`config.mk`:
```
export PLATFORM = sky130hd
export DESIGN_NAME = fdt_grid_flat
export DESIGN_NICKNAME = d
export VERILOG_FILES = /design/src/rtl/iso14443_3a_pkg.sv /design/src/rtl/fdt_grid_if.sv /design/src/rtl/fdt_grid_counter.sv /design/src/rtl/fdt_grid.sv /design/src/flat_wrapper.sv
export SDC_FILE = /design/constraint.sdc
export NUM_CORES = 1
export LEC_CHECK = 0
export CORE_MARGIN = 8
export CORE_UTILIZATION = 50
export DETAILED_ROUTE_END_ITERATION = 10
export PLACE_DENSITY = 0.68
export SYNTH_ARGS = -nofsm -noshare
export SYNTH_HDL_FRONTEND = slang
export SYNTH_SLANG_ARGS = --single-unit
```
`constraint.sdc`:
```
create_clock -name clk -period 2.4 [get_ports clk]
set_input_delay 0.48 -clock clk [delete_from_list [all_inputs] [get_ports clk]]
set_output_delay 0.48 -clock clk [all_outputs]
set_load 0.01 [all_outputs]
```
`src/rtl/iso14443_3a_pkg.sv`:
```
// iso14443_3a_pkg: shared ISO/IEC 14443-3A frame-delay-time constants and FSM states.
package iso14443_3a_pkg;
  localparam int FDT_BIT_TICKS = 128;
  localparam int FDT_OFFSET_0 = 20;
  localparam int FDT_OFFSET_1 = 84;
  typedef enum logic [1:0] {IDLE, DELAY, GRID} fdt_state_t;
endpackage

```
`src/rtl/fdt_grid_if.sv`:
```
// fdt_grid_if: pause/rx inputs and tx trigger outputs of the frame-delay-time timer.
interface fdt_grid_if #(
  parameter int N_WIDTH = 8,
  parameter int SLOT_WIDTH = 4
);
  logic pause_n_synchronised;
  logic last_rx_bit;
  logic [N_WIDTH-1:0] n_min;
  logic tx_req;
  logic trigger;
  logic timeout;
  logic [SLOT_WIDTH-1:0] fdt_slot;
  logic busy;
  modport master (
    output pause_n_synchronised, last_rx_bit, n_min, tx_req,
    input trigger, timeout, fdt_slot, busy
  );
  modport slave (
    input pause_n_synchronised, last_rx_bit, n_min, tx_req,
    output trigger, timeout, fdt_slot, busy
  );
endinterface

```
`src/rtl/fdt_grid_counter.sv`:
```
// fdt_grid_counter: 7-bit bit-grid phase counter plus saturating slot index.
module fdt_grid_counter
  import iso14443_3a_pkg::*;
#(
  parameter int MAX_SLOTS = 16,
  parameter int SLOT_WIDTH = $clog2(MAX_SLOTS)
) (
  input  logic clk,
  input  logic rst,
  input  logic clr,
  input  logic start,
  input  logic run,
  output logic grid_point,
  output logic [SLOT_WIDTH-1:0] k
);
  localparam logic [SLOT_WIDTH-1:0] K_LAST = SLOT_WIDTH'(MAX_SLOTS - 1);
  logic [6:0] phase;
  // k names the slot of the next grid point; grid entry happens at T0, so the next one is slot 1
  assign grid_point = run && phase == 7'(FDT_BIT_TICKS - 1);
  always_ff @(posedge clk or posedge rst) begin
    if (rst) begin
      phase <= '0;
      k <= '0;
    end else if (clr) begin
      phase <= '0;
      k <= '0;
    end else if (start) begin
      phase <= '0;
      k <= SLOT_WIDTH'(MAX_SLOTS > 1 ? 1 : 0);
    end else if (run) begin
      phase <= phase + 7'd1;
      if (grid_point && k != K_LAST) k <= k + SLOT_WIDTH'(1);
    end
  end
endmodule

```
`src/rtl/fdt_grid.sv`:
```
// fdt_grid: runtime-n ISO 14443-3A FDT timer triggering tx on the first ready bit-grid slot.
// FDT_TIMEOUT_EN: give up with a timeout pulse after slot MAX_SLOTS-1; otherwise keep offering slots.
module fdt_grid
  import iso14443_3a_pkg::*;
#(
  parameter int TIMING_ADJUST = 4,
  parameter int N_WIDTH = 8,
  parameter int MAX_SLOTS = 16,
  parameter int SLOT_WIDTH = $clog2(MAX_SLOTS)
) (
  input logic clk,
  input logic rst,
  fdt_grid_if.slave bus
);
  localparam int CW = N_WIDTH + 8;
  fdt_state_t state, state_n;
  logic prev, rise, fall, grid_point, at_point, clr, start, trig, trig_n;
  logic [CW-1:0] cnt, cnt_n, t0;
  logic [N_WIDTH-1:0] n_lat, n_n;
  logic [SLOT_WIDTH-1:0] slot_q, slot_n, slot, k;
`ifdef FDT_TIMEOUT_EN
  logic to_q, to_n, last;
  assign last = slot == SLOT_WIDTH'(MAX_SLOTS - 1);
`endif
  assign rise = bus.pause_n_synchronised & ~prev;
  assign fall = ~bus.pause_n_synchronised & prev;
  // last_rx_bit is read live so the offset reflects the bit that actually ended the frame
  assign t0 = CW'(n_lat) * CW'(FDT_BIT_TICKS)
            + (bus.last_rx_bit ? CW'(FDT_OFFSET_1) : CW'(FDT_OFFSET_0))
            - CW'(TIMING_ADJUST);
  assign slot = state == GRID ? k : '0;
  assign at_point = state == DELAY ? cnt == t0 - CW'(1) : state == GRID && grid_point;
  fdt_grid_counter #(.MAX_SLOTS(MAX_SLOTS), .SLOT_WIDTH(SLOT_WIDTH)) u_counter (
    .clk(clk),
    .rst(rst),
    .clr(clr),
    .start(start),
    .run(state == GRID),
    .grid_point(grid_point),
    .k(k)
  );
  always_comb begin
    state_n = state;
    cnt_n = cnt;
    n_n = n_lat;
    trig_n = 1'b0;
    slot_n = slot_q;
    clr = 1'b0;
    start = 1'b0;
`ifdef FDT_TIMEOUT_EN
    to_n = 1'b0;
`endif
    if (rise) begin
      state_n = DELAY;
      cnt_n = '0;
      n_n = bus.n_min;
      clr = 1'b1;
    end else if (fall && state != IDLE) begin
      state_n = IDLE;
    end else if (state != IDLE) begin
      cnt_n = state == DELAY ? cnt + CW'(1) : cnt;
      if (at_point && bus.tx_req) begin
        trig_n = 1'b1;
        slot_n = slot;
        state_n = IDLE;
      end
`ifdef FDT_TIMEOUT_EN
      else if (at_point && last) begin
        to_n = 1'b1;
        state_n = IDLE;
      end
`endif
      else if (at_point && state == DELAY) begin
        state_n = GRID;
        start = 1'b1;
      end
    end
  end
  always_ff @(posedge clk or posedge rst) begin
    if (rst) begin
      state <= IDLE;
      prev <= 1'b1;
      cnt <= '0;
      n_lat <= '0;
      trig <= 1'b0;
      slot_q <= '0;
`ifdef FDT_TIMEOUT_EN
      to_q <= 1'b0;
`endif
    end else begin
      state <= state_n;
      prev <= bus.pause_n_synchronised;
      cnt <= cnt_n;
      n_lat <= n_n;
      trig <= trig_n;
      slot_q <= slot_n;
`ifdef FDT_TIMEOUT_EN
      to_q <= to_n;
`endif
    end
  end
  assign bus.trigger = trig;
  assign bus.fdt_slot = slot_q;
  assign bus.busy = state != IDLE;
`ifdef FDT_TIMEOUT_EN
  assign bus.timeout = to_q;
`else
  assign bus.timeout = 1'b0;
`endif
endmodule
```
`src/flat_wrapper.sv`:
```
// flat-port wrapper written by rule: the top's interface ports become plain ports
module fdt_grid_flat import iso14443_3a_pkg::*;
#(
  parameter int TIMING_ADJUST = 4,
  parameter int N_WIDTH = 8,
  parameter int MAX_SLOTS = 16,
  parameter int SLOT_WIDTH = $clog2(MAX_SLOTS)
)
  (clk, rst, bus_pause_n_synchronised, bus_last_rx_bit, bus_n_min, bus_tx_req, bus_trigger, bus_timeout, bus_fdt_slot, bus_busy);
  fdt_grid_if #(.N_WIDTH(N_WIDTH), .SLOT_WIDTH(SLOT_WIDTH)) bus_i ();
  input logic clk;
  input logic rst;
  input wire logic [$bits(bus_i.pause_n_synchronised)-1:0] bus_pause_n_synchronised;
  input wire logic [$bits(bus_i.last_rx_bit)-1:0] bus_last_rx_bit;
  input wire logic [$bits(bus_i.n_min)-1:0] bus_n_min;
  input wire logic [$bits(bus_i.tx_req)-1:0] bus_tx_req;
  output wire logic [$bits(bus_i.trigger)-1:0] bus_trigger;
  output wire logic [$bits(bus_i.timeout)-1:0] bus_timeout;
  output wire logic [$bits(bus_i.fdt_slot)-1:0] bus_fdt_slot;
  output wire logic [$bits(bus_i.busy)-1:0] bus_busy;
  assign bus_i.pause_n_synchronised = bus_pause_n_synchronised;
  assign bus_i.last_rx_bit = bus_last_rx_bit;
  assign bus_i.n_min = bus_n_min;
  assign bus_i.tx_req = bus_tx_req;
  assign bus_trigger = bus_i.trigger;
  assign bus_timeout = bus_i.timeout;
  assign bus_fdt_slot = bus_i.fdt_slot;
  assign bus_busy = bus_i.busy;
  fdt_grid #(.TIMING_ADJUST(TIMING_ADJUST), .N_WIDTH(N_WIDTH), .MAX_SLOTS(MAX_SLOTS), .SLOT_WIDTH(SLOT_WIDTH)) u_core (.clk(clk), .rst(rst), .bus(bus_i));
endmodule
```
==> results by group, run 1 <==
Outcome
  • Status: complete, no violations

Logic synthesis
  • Ys async rst share: 100%
  • Count leader, synth: dfrtp_1
  • Library cells used by synthesis: 42
  • Most instantiated cells after synthesis: dfrtp_1 (42), nand2_1 (40), xnor2_1 (12)
  • Most used DFF post-synth: dfrtp_1
  • Register bit total from synthesis: 43
  • Adder-cell share of the synthesized area: just over 2%
  • Synth Net Count: 257
  • Number of synthesized flops with an enable pin: 0
  • Yosys top cell area share: 45.4%
  • Post-synthesis xor/xnor area fraction: under 10%
  • Post-Synthesis Cells: 241
  • Main combinational cell family by area after synthesis: simple AND/OR/NAND/NOR gates
  • Mux contribution to synthesized area: 4.32%
  • Synth Cell Area: approximately 2300 um^2
  • Synth top area cells: dfrtp_1 (45%), nand2_1 (6.5%), xnor2_1 (4.5%), mux2i_1 (4.3%), nand2b_1 (2.7%)
  • Compound-Gate Fraction of Synth Area: approximately a tenth
  • Syn Area/Cell: 9.61 um^2
  • Simple-Gate Fraction of Synth Area: between 20% and 30%
  • Synth warn: 0
  • Synth area leader: dfrtp_1
  • Sequential element share of the synthesized area: about 47%

Detailed routing
  • Via Count: 1,807
  • WL/cell: about 15 um
  • Routed vias/inst: 5.79
  • Detailed-router iteration count before antenna repair: 4
  • DRT iter0 DRCs: ~130
  • Residual DRC: 0
  • Post-route ant nets: 0
  • Routed wire length: between 4000 and 5000 um

Critical path
  • Crit-path slowest cell: clkdlybuf4s50_1
  • Arr. time, crit path: between 1.5 and 2 ns
  • Crit path from: u_core.state[1]
  • Startpoint Class: flip-flop
  • CP Capture Type: output port
  • Worst path depth: 2
  • RR Startpoint: u_core.cnt[0]
  • R2R depth: 5
  • R2r setup slk: about 0.45 ns
  • Reg2reg end: u_core.bus.fdt_slot[0]
  • Top Family by Delay on Critical Path: buffers and inverters
  • CP max FO: 6
  • CP peak stage delay: between 0.4 and 0.5 ns
  • CP required: 1.92 ns
  • Crit path buffers/inverters: 1
  • Critical path class: flip-flop to output port
  • Worst path cell trace: or2_2 > clkdlybuf4s50_1
  • Critical Path End: bus_busy

Clock network
  • Post-CTS Setup Bufs: 0
  • CTS tree: done
  • TritonCTS buffer count: 5
  • Root Driver: clkbuf_8
  • Hold buffers post-CTS: 0
  • Worst-Skew Late Latency: about 0.29 ns
  • CTS max path bufs: 2
  • H-tree depth: 2
  • Clock Sinks: between 40 and 50
  • Resize count post-CTS: 0
  • Clock Pin Slew Worst Setup and Hold Paths: 0.08 ns

Placement
  • Routability Congestion: between 0.7 and 0.8
  • Final HPWL DP: 3280 um
  • Number of buffers added on ports: 18

Timing
  • Setup violators final: 0
  • Slew of the pin with the lowest slew margin: approximately 0.62 ns
  • Final hold slack: around 0.5 ns
  • Fmax: 491 MHz
  • Hold Violations, Final: 0
  • Clock skew: about 0.0050 ns
  • Minimum clock period: about 2.0 ns
  • Final Max Slew Viols: 0
  • Fin crit share: around 85%
  • RSZ-0062 raised after global routing: no
  • TNS Setup: 0 ns
  • Slew margin rel.: about three fifths

Floorplan
  • Die Ht: ~84 um
  • Die Footprint: between 7000 and 8000 um^2
  • Starting Density: a little over half
  • CORE AREA: around 4400 um^2
  • Horiz. Die Dim: ~84 um
  • Ports: 20
  • Placement row count: 24

Finish
  • Nets: roughly 280
  • Filler cells: approximately 400
  • Final core utilization: between 50% and 60%
  • Diodes inserted: 0
  • Ratio of cells with drive above 1 in the final layout: roughly 8%
  • Area growth syn-to-layout: 13.4%

Pwr
  • Pleak: roughly 1.1 nW
  • Max IR drop VDD: about 0.43 mV
  • PD cells: 549 nW/um^2

Global routing
  • Global-route wire length before repair: approximately 8400 um
  • GRT overflow: 0
  • Vias in the first global route: between 1,500 and 2,000
  • Initial antenna violation count: 0
  • Largest net degree at the start of global routing: 44
  • Gr usage total: 14.1%

Hold path
  • Hold WC Path Type: flip-flop to flip-flop

Flow run
  • Number of max-cap violations: 0
[registers in the layout, summed over array words and instances (netlist names)]
register,cells
u_core.u_counter.phase,7
u_core.cnt,16
u_core.bus.fdt_slot,4
u_core.state,2
u_core.bus.trigger,1
u_core.prev,1
u_core.n_lat,8
u_core.u_counter.k,4
[logic make-up after synthesis]
| kind of cell | Yosys count |
|---|---|
| compound gates | 32 |
| xor+xnor | 17 |
| fa+ha+maj | 4 |
| buf+inv | 19 |
| flops | 43 |
| mux | 10 |
| other cells | 1 |
| simple gates | 115 |
[placed cells by master, fill, tap and decap left out, drive strengths merged, types with 5 or more instances in the layout]
| master | instances |
|---|---|
| or4 | 5 |
| nand2 | 40 |
| dfrtp | 42 |
| clkdlybuf4s50 | 18 |
| mux2i | 10 |
| buf | 6 |
| o31ai | 5 |
| o21ai | 5 |
| xor2 | 5 |
| nor4 | 9 |
| nand2b | 10 |
| nor3 | 9 |
| nand3 | 10 |
| clkbuf | 6 |
| xnor2 | 12 |
| a21oi | 8 |
| or3 | 5 |
| inv | 6 |
| nand4 | 9 |
[power by group]
group | switching [mW] | total [mW] | internal (mW)
clock | 0.234 | 0.460 | 0.226
combinational | 0.115 | 0.191 | 0.0755
sequential | 0.0326 | 0.790 | 0.758
[tightest hold or removal path: stages, from the launching register on]
cell	delay [ns]
dfrtp_1	0.36
nand2_1	0.05
nand2_1	0.05
[worst min path at each step]
stage / cells past startpoint / start / to / slack, ns
floorplan: 1 / u_core.cnt[0] / u_core.cnt[0] / 0.46
global route: 2 / u_core.n_lat[7] / u_core.n_lat[7] / 0.54
detailed placement: 2 / u_core.n_lat[6] / u_core.n_lat[6] / 0.48
CTS: 2 / u_core.n_lat[6] / u_core.n_lat[6] / 0.50
finish: 2 / u_core.n_lat[6] / u_core.n_lat[6] / 0.50
global placement: 1 / u_core.cnt[0] / u_core.cnt[0] / 0.48
[area by class of cell]
type                    count  area (um^2)  share of cell area [%]
repair buffers             24          225                    8.58
inverters                   7         26.3                    1.00
well taps                  52         65.1                    2.48
clock inverters             1         5.00                   0.191
flip-flops and latches     43         1080                    41.0
clock buffers               6         82.6                    3.14
multi-input cells         179         1140                    43.6
[routing by layer]
layer	vias to the layer above	global-route usage, %	wire, um
met5	-	0	0
met4	0	3.30	44
met3	5	3.61	194
met2	44	20.7	2180
met1	863	20.0	2340
li1	895	-	-
[per-stage QoR]
| stage | cell area (um^2) | cells | setup WS (ns) | total power, mW |
|---|---|---|---|---|
| global placement | 2540 | 305 | 0.162 | 0.989 |
| global route | 2630 | 312 | 0.314 | 1.52 |
| detailed placement | 2540 | 305 | 0.137 | 0.997 |
| CTS | 2630 | 312 | 0.356 | 1.46 |
| floorplan | 2320 | 241 | 0.728 | 0.930 |
| finish | 2630 | 312 | 0.365 | 1.44 |
(Power assumes the default switching activity.)
==> run 2, diff against run 1 <==
--- a/config.mk
+++ b/config.mk
@@ -8,7 +8,7 @@
 export CORE_MARGIN = 8
 export CORE_UTILIZATION = 50
 export DETAILED_ROUTE_END_ITERATION = 10
-export PLACE_DENSITY = 0.68
+export PLACE_DENSITY = 0.7
 export SYNTH_ARGS = -nofsm -noshare
 export SYNTH_HDL_FRONTEND = slang
 export SYNTH_SLANG_ARGS = --single-unit
==> constraint.sdc (replaced) <==
create_clock -name clk -period 1.83 [get_ports clk]
set_input_delay 0.366 -clock clk [delete_from_list [all_inputs] [get_ports clk]]
set_output_delay 0.366 -clock clk [all_outputs]
set_load 0.01 [all_outputs]
==> results by group, run 2 (synthesis gave the netlist of run 1 again) <==
Global routing
  • GRT overflow: 0 (unchanged)
  • Global-route wire length before repair: 8850 um (was 8450 um)
  • Vias in the first global route: 1,880 (was 1,730)
  • Largest net degree at the start of global routing: 44 (unchanged)
  • Gr usage total: 15.0% (was 14.1%)
  • Initial antenna violation count: 0 (unchanged)

Detailed routing
  • Detailed-router iteration count before antenna repair: 6 (was 4)
  • Via Count: 1,843 (was 1,807)
  • DRT iter0 DRCs: 124 (was 131)
  • Routed vias/inst: 5.71 (was 5.79)
  • Routed wire length: 5050 um (was 4760 um)
  • WL/cell: 15.6 um (was 15.3 um)
  • Residual DRC: 0 (unchanged)
  • Post-route ant nets: 0 (unchanged)

Timing
  • Clock skew: 0.00475 ns (was 0.00500 ns)
  • Setup violators final: 0 (unchanged)
  • Final Max Slew Viols: 0 (unchanged)
  • Fin crit share: a little over nine tenths
  • TNS Setup: 0 ns (unchanged)
  • RSZ-0062 raised after global routing: yes (was no)
  • Fmax: between 500 and 600 MHz
  • Minimum clock period: between 1.5 and 2 ns
  • Hold Violations, Final: 0 (unchanged)

Pwr
  • Pleak: 1.22 nW (was 1.12 nW)
  • PD cells: 746 nW/um^2 (was 549 nW/um^2)
  • Max IR drop VDD: 0.509 mV (was 0.427 mV)

Critical path
  • Critical path class: flip-flop to output port (unchanged)
  • Crit-path slowest cell: dfrtp_1 (was clkdlybuf4s50_1)
  • CP max FO: 6 (unchanged)
  • R2r setup slk: 0.08 ns (was 0.45 ns)
  • Crit path buffers/inverters: 1 (unchanged)
  • Worst path cell trace: or2_2 > dlygate4sd2_1 (was or2_2 > clkdlybuf4s50_1)
  • Startpoint Class: flip-flop (unchanged)
  • CP Capture Type: output port (unchanged)
  • Top Family by Delay on Critical Path: flip-flops (was buffers and inverters)
  • Arr. time, crit path: 1.40 ns (was 1.56 ns)
  • CP required: 1.46 ns (was 1.92 ns)
  • CP peak stage delay: 0.44 ns (was 0.49 ns)

Finish
  • Most flop-heavy register: u_core.cnt (unchanged)
  • Filler cells: 369 (was 396)
  • Finished Layout Cells: 323 (was 312)
  • Area occupied by registers: 1080 um^2 (unchanged)
  • Nets: 286 (was 276)
  • Biggest regs: u_core.cnt x16, u_core.n_lat x8, u_core.u_counter.phase x7 (unchanged)
  • Ratio of cells with drive above 1 in the final layout: 14.4% (was 8.08%)
  • Diodes inserted: 0 (unchanged)
  • Most common cell after layout, fill and taps aside: dfrtp_1 (unchanged)
  • Final instance area: 2830 um^2 (was 2630 um^2)
  • Area growth syn-to-layout: 22.1% (was 13.4%)
  • Max reg flops: 16 (unchanged)
  • Footprint of the multi-input gates: 1210 um^2 (was 1140 um^2)
  • Most frequent cells in the layout: dfrtp_1 (42), nand2_1 (40), clkdlybuf4s50_1 (16) (was dfrtp_1 (42), nand2_1 (40), clkdlybuf4s50_1 (18))

Clock network
  • Clock Sinks: 43 (unchanged)
  • TritonCTS buffer count: 5 (unchanged)
  • Clock Pin Slew Worst Setup and Hold Paths: 0.08 ns (about the same)
  • H-tree depth: 2 (unchanged)
  • CTS tree: done (unchanged)
  • Worst-Skew Late Latency: 0.30 ns (was 0.29 ns)
  • Hold buffers post-CTS: 0 (unchanged)
  • CTS max path bufs: 2 (unchanged)
  • Root Driver: clkbuf_8 (unchanged)

Outcome
  • Status: complete, no violations (unchanged)

Floorplan
  • Starting Density: 52.5% (unchanged)
  • Placement row count: 24 (unchanged)
  • Ports: 20 (unchanged)
  • Die Ht: 84.1 um (unchanged)
  • Die Footprint: 7070 um^2 (unchanged)
  • CORE AREA: 4410 um^2 (unchanged)
  • Horiz. Die Dim: 84.1 um (unchanged)

Placement
  • Number of buffers added on ports: 18 (unchanged)
  • Routability Congestion: 0.792 (was 0.774)
  • Placed Area: 2630 um^2 (was 2540 um^2)
  • Final HPWL DP: 3370 um (was 3280 um)
  • Placed Cells: 314 (was 305)

Flow run
  • Number of max-cap violations: 0 (unchanged)

Hold path
  • Hold WC Path Type: input pin to flip-flop (was flip-flop to flip-flop)
[run 2: cell count changes in the layout (fill, tap and decap cells not counted), sizes merged]
cell           previous run  this run
dlymetal6s2s              0         1
dlygate4sd2               0         1
clkdlybuf4s50            18        16
bufinv                    0         1
buf                       6        16
[run 2: path summary, 6_finish.rpt]
check,startpoint,to,cells past startpoint
setup reg to reg,u_core.cnt[0],u_core.bus.fdt_slot[1],5
hold / removal,bus_pause_n_synchronised,u_core.prev,2
setup / recovery,u_core.state[1],bus_busy,2
hold reg to reg,u_core.n_lat[5],u_core.n_lat[5],2
min in group asynchronous,rst,u_core.u_counter.phase[2],3
max in group asynchronous,rst,u_core.prev,3
[run 2: routing by layer]
layer	routed length, um	share of wire (%)	GRT usage [%]
met1	2530	50	20.0
met2	2290	45	22.6
met3	146	2.9	4.00
met4	83	1.6	5.65
met5	0	0	0
[run 2: repair_timing]
action                                  4_1_cts  5_1_grt
endpoints found under the hold margin         0        0
gates resized for setup                       2       11
buffers inserted                              1        0
endpoints found under the setup margin        6       20
pin swaps                                     1        6
[run 2: area by class of cell]
type / count / share of cell area, %
sequential: 43 / 38.1
timing repair buffer: 34 / 11.5
tap: 52 / 2.30
clock buffer: 6 / 2.92
inverter: 7 / 0.929
multi-input combinational: 179 / 43.0
clock inverter: 2 / 1.24
[run 2: stage by stage]
| step | total power [mW] | setup slack (ns) | hold slack, ns | util (%) |
|---|---|---|---|---|
| 3_5_place_dp | 1.34 | -0.246 | 0.489 | 59.6 |
| 4_1_cts | 2.11 | 0.0314 | 0.435 | 62.6 |
| 6_report | 2.11 | 0.0663 | 0.394 | 64.1 |
| 5_1_grt | 2.20 | -0.0455 | 0.407 | 64.1 |
| 2_1_floorplan | 1.22 | 0.158 | 0.370 | - |
| 3_3_place_gp | 1.33 | -0.214 | 0.483 | 59.6 |
[run 2: report_power, final]
group	switching, mW	internal (mW)
Sequential	0.0391	0.993
Combinational	0.168	0.134
Clock	0.333	0.442
==> run 3, diff against run 2 <==
--- a/config.mk
+++ b/config.mk
@@ -5,9 +5,11 @@
 export SDC_FILE = /design/constraint.sdc
 export NUM_CORES = 1
 export LEC_CHECK = 0
+export CORE_ASPECT_RATIO = 1.25
 export CORE_MARGIN = 8
 export CORE_UTILIZATION = 50
 export DETAILED_ROUTE_END_ITERATION = 10
+export MAX_ROUTING_LAYER = met4
 export PLACE_DENSITY = 0.7
 export SYNTH_ARGS = -nofsm -noshare
 export SYNTH_HDL_FRONTEND = slang
==> results by group, run 3 (synthesis gave the netlist of run 1 again) <==
Timing
  • RSZ-0062 raised after global routing: yes (unchanged)
  • Setup violators final: 0 (unchanged)
  • Final hold slack: 0.419 ns (was 0.394 ns)
  • Fin crit share: 97.9% (was 96.4%)
  • Fmax: 558 MHz (was 567 MHz)
  • Final Max Slew Viols: 0 (unchanged)
  • Minimum clock period: 1.79 ns (was 1.76 ns)
  • Hold Violations, Final: 0 (unchanged)
  • Clock skew: 0.00586 ns (was 0.00475 ns)

Finish
  • Most frequent cells in the layout: dfrtp_1 (42), nand2_1 (40), buf_4 (28) (was dfrtp_1 (42), nand2_1 (40), clkdlybuf4s50_1 (16))
  • Biggest regs: u_core.cnt x16, u_core.n_lat x8, u_core.u_counter.phase x7 (unchanged)
  • Max reg flops: 16 (unchanged)
  • Diodes inserted: 0 (unchanged)
  • Area growth syn-to-layout: 24.0% (was 22.1%)
  • Final instance area: 2870 um^2 (was 2830 um^2)
  • Ratio of cells with drive above 1 in the final layout: 18.3% (was 14.4%)
  • Finished Layout Cells: 342 (was 323)
  • Most flop-heavy register: u_core.cnt (unchanged)
  • Most common cell after layout, fill and taps aside: dfrtp_1 (unchanged)
  • Nets: 299 (was 286)

Clock network
  • TritonCTS buffer count: 5 (unchanged)
  • CTS tree: done (unchanged)
  • Clock Pin Slew Worst Setup and Hold Paths: 0.09 ns (was 0.08 ns)
  • CTS max path bufs: 2 (unchanged)
  • Worst-Skew Late Latency: 0.30 ns (about the same)
  • H-tree depth: 2 (unchanged)
  • Root Driver: clkbuf_8 (unchanged)
  • Clock Sinks: 43 (unchanged)

Flow run
  • Number of max-cap violations: 0 (unchanged)

Detailed routing
  • Routed vias/inst: 5.56 (was 5.71)
  • Residual DRC: 0 (unchanged)
  • Detailed-router iteration count before antenna repair: 4 (was 6)
  • Via Count: 1,901 (was 1,843)
  • Routed wire length: 5000 um (was 5050 um)
  • DRT iter0 DRCs: 89 (was 124)
  • Post-route ant nets: 0 (unchanged)
  • WL/cell: 14.6 um (was 15.6 um)

Floorplan
  • CORE AREA: 4430 um^2 (was 4410 um^2)
  • Starting Density: 52.3% (was 52.5%)
  • Die Ht: 92.1 um (was 84.1 um)
  • Ports: 20 (unchanged)
  • Placement row count: 27 (was 24)
  • Horiz. Die Dim: 76.9 um (was 84.1 um)
  • Die Footprint: 7080 um^2 (was 7070 um^2)

Critical path
  • Top Family by Delay on Critical Path: buffers and inverters (was flip-flops)
  • Crit path buffers/inverters: 2 (was 1)
  • CP Capture Type: output port (unchanged)
  • CP required: 1.46 ns (about the same)
  • Worst path cell trace: buf_4 > or2_2 > dlygate4sd2_1 (was or2_2 > dlygate4sd2_1)
  • CP max FO: 3 (was 6)
  • Arr. time, crit path: 1.43 ns (was 1.40 ns)
  • Critical path class: flip-flop to output port (unchanged)
  • Startpoint Class: flip-flop (unchanged)
  • Crit-path slowest cell: dfrtp_1 (unchanged)
  • CP peak stage delay: 0.39 ns (was 0.44 ns)

Pwr
  • P_sw: 0.570 mW (was 0.541 mW)
  • Reg power frac: 51.8% (was 48.9%)
  • Combinational Power Share: 16.6% (was 14.3%)
  • Final Power: 1.99 mW (was 2.11 mW)
  • Pleak: 1.25 nW (was 1.22 nW)
  • Max IR drop VDD: 0.376 mV (was 0.509 mV)
  • Switching Share: 28.6% (was 25.6%)
  • Int Power: 1.42 mW (was 1.57 mW)
  • Clock share of power: 31.6% (was 36.7%)
  • PD cells: 694 nW/um^2 (was 746 nW/um^2)

Placement
  • Routability Congestion: 0.844 (was 0.792)
  • Placed Cells: 330 (was 314)
  • Final HPWL DP: 3540 um (was 3370 um)
  • Number of buffers added on ports: 18 (unchanged)
  • Placed Area: 2700 um^2 (was 2630 um^2)

Global routing
  • Initial antenna violation count: 0 (unchanged)
  • Global-route wire length before repair: 8680 um (was 8850 um)
  • GRT overflow: 0 (unchanged)
  • Gr usage total: 15.3% (was 15.0%)
  • Largest net degree at the start of global routing: 28 (was 44)
  • Vias in the first global route: 1,907 (was 1,880)

Outcome
  • Status: complete, no violations (unchanged)

Hold path
  • Hold WC Path Type: input pin to asynchronous set/reset pin (was input pin to flip-flop)
==> run 3: area by class of cell <==
class,count,area (um^2)
Clock buffer,5,68.8
Clock inverter,3,23.8
Fill cell,389,1550
Inverter,7,26.3
Multi-Input combinational cell,179,1190
Sequential cell,43,1080
Tap cell,58,72.6
Timing Repair Buffer,47,409
==> run 3: stage by stage <==
stage / utilization, % / setup TNS [ns] / setup WS, ns
4_1_cts: 63.5 / 0 / 0.0103
3_5_place_dp: 61.0 / -4.87 / -0.251
2_1_floorplan: - / 0 / 0.158
5_1_grt: 64.9 / -0.00494 / -0.00494
3_3_place_gp: 61.0 / -4.22 / -0.215
6_report: 64.9 / 0 / 0.0387
==> run 3: tightest hold or removal path, delay by kind of cell <==
family / cells / cell delay, ns
buf+inv: 3 / 0.74
==> run 3: routing by layer <==
metal	part of all wire, %	vias up	global-route usage, %
li1	-	947	-
met1	44	926	16.5
met2	51	21	26.4
met3	2.8	7	3.42
met4	1.9	0	6.59
met5	0	-	-
==> run 3: power groups by stage <==
stage          Sequential [mW]  Combinational (mW)  Clock (mW)
6_report                  1.03               0.331       0.630
5_1_grt                   1.04               0.366       0.688
4_1_cts                   1.03               0.316       0.659
3_5_place_dp              1.05               0.311           0
3_3_place_gp              1.05               0.306           0
2_1_floorplan             1.04               0.176           0
==> run 3: final timing paths <==
kind	start	endpoint	slack, ns	depth (start not counted)
hold reg to reg	u_core.n_lat[2]	u_core.n_lat[2]	0.51	2
hold / removal	rst	u_core.cnt[13]	0.42	3
min in group clk	u_core.n_lat[2]	u_core.n_lat[2]	0.51	2
max in group asynchronous	rst	u_core.prev	1.13	3
setup / recovery	u_core.state[1]	bus_busy	0.04	3
setup reg to reg	u_core.state[1]	u_core.cnt[7]	0.07	6
==> run 3: what timing repair did <==
item,4_1_cts,5_1_grt
resized for setup,2,8
hold buffers,0,0
buffers inserted,1,3
setup endpoints to repair,6,11
pin swaps,0,6
gates cloned,0,0
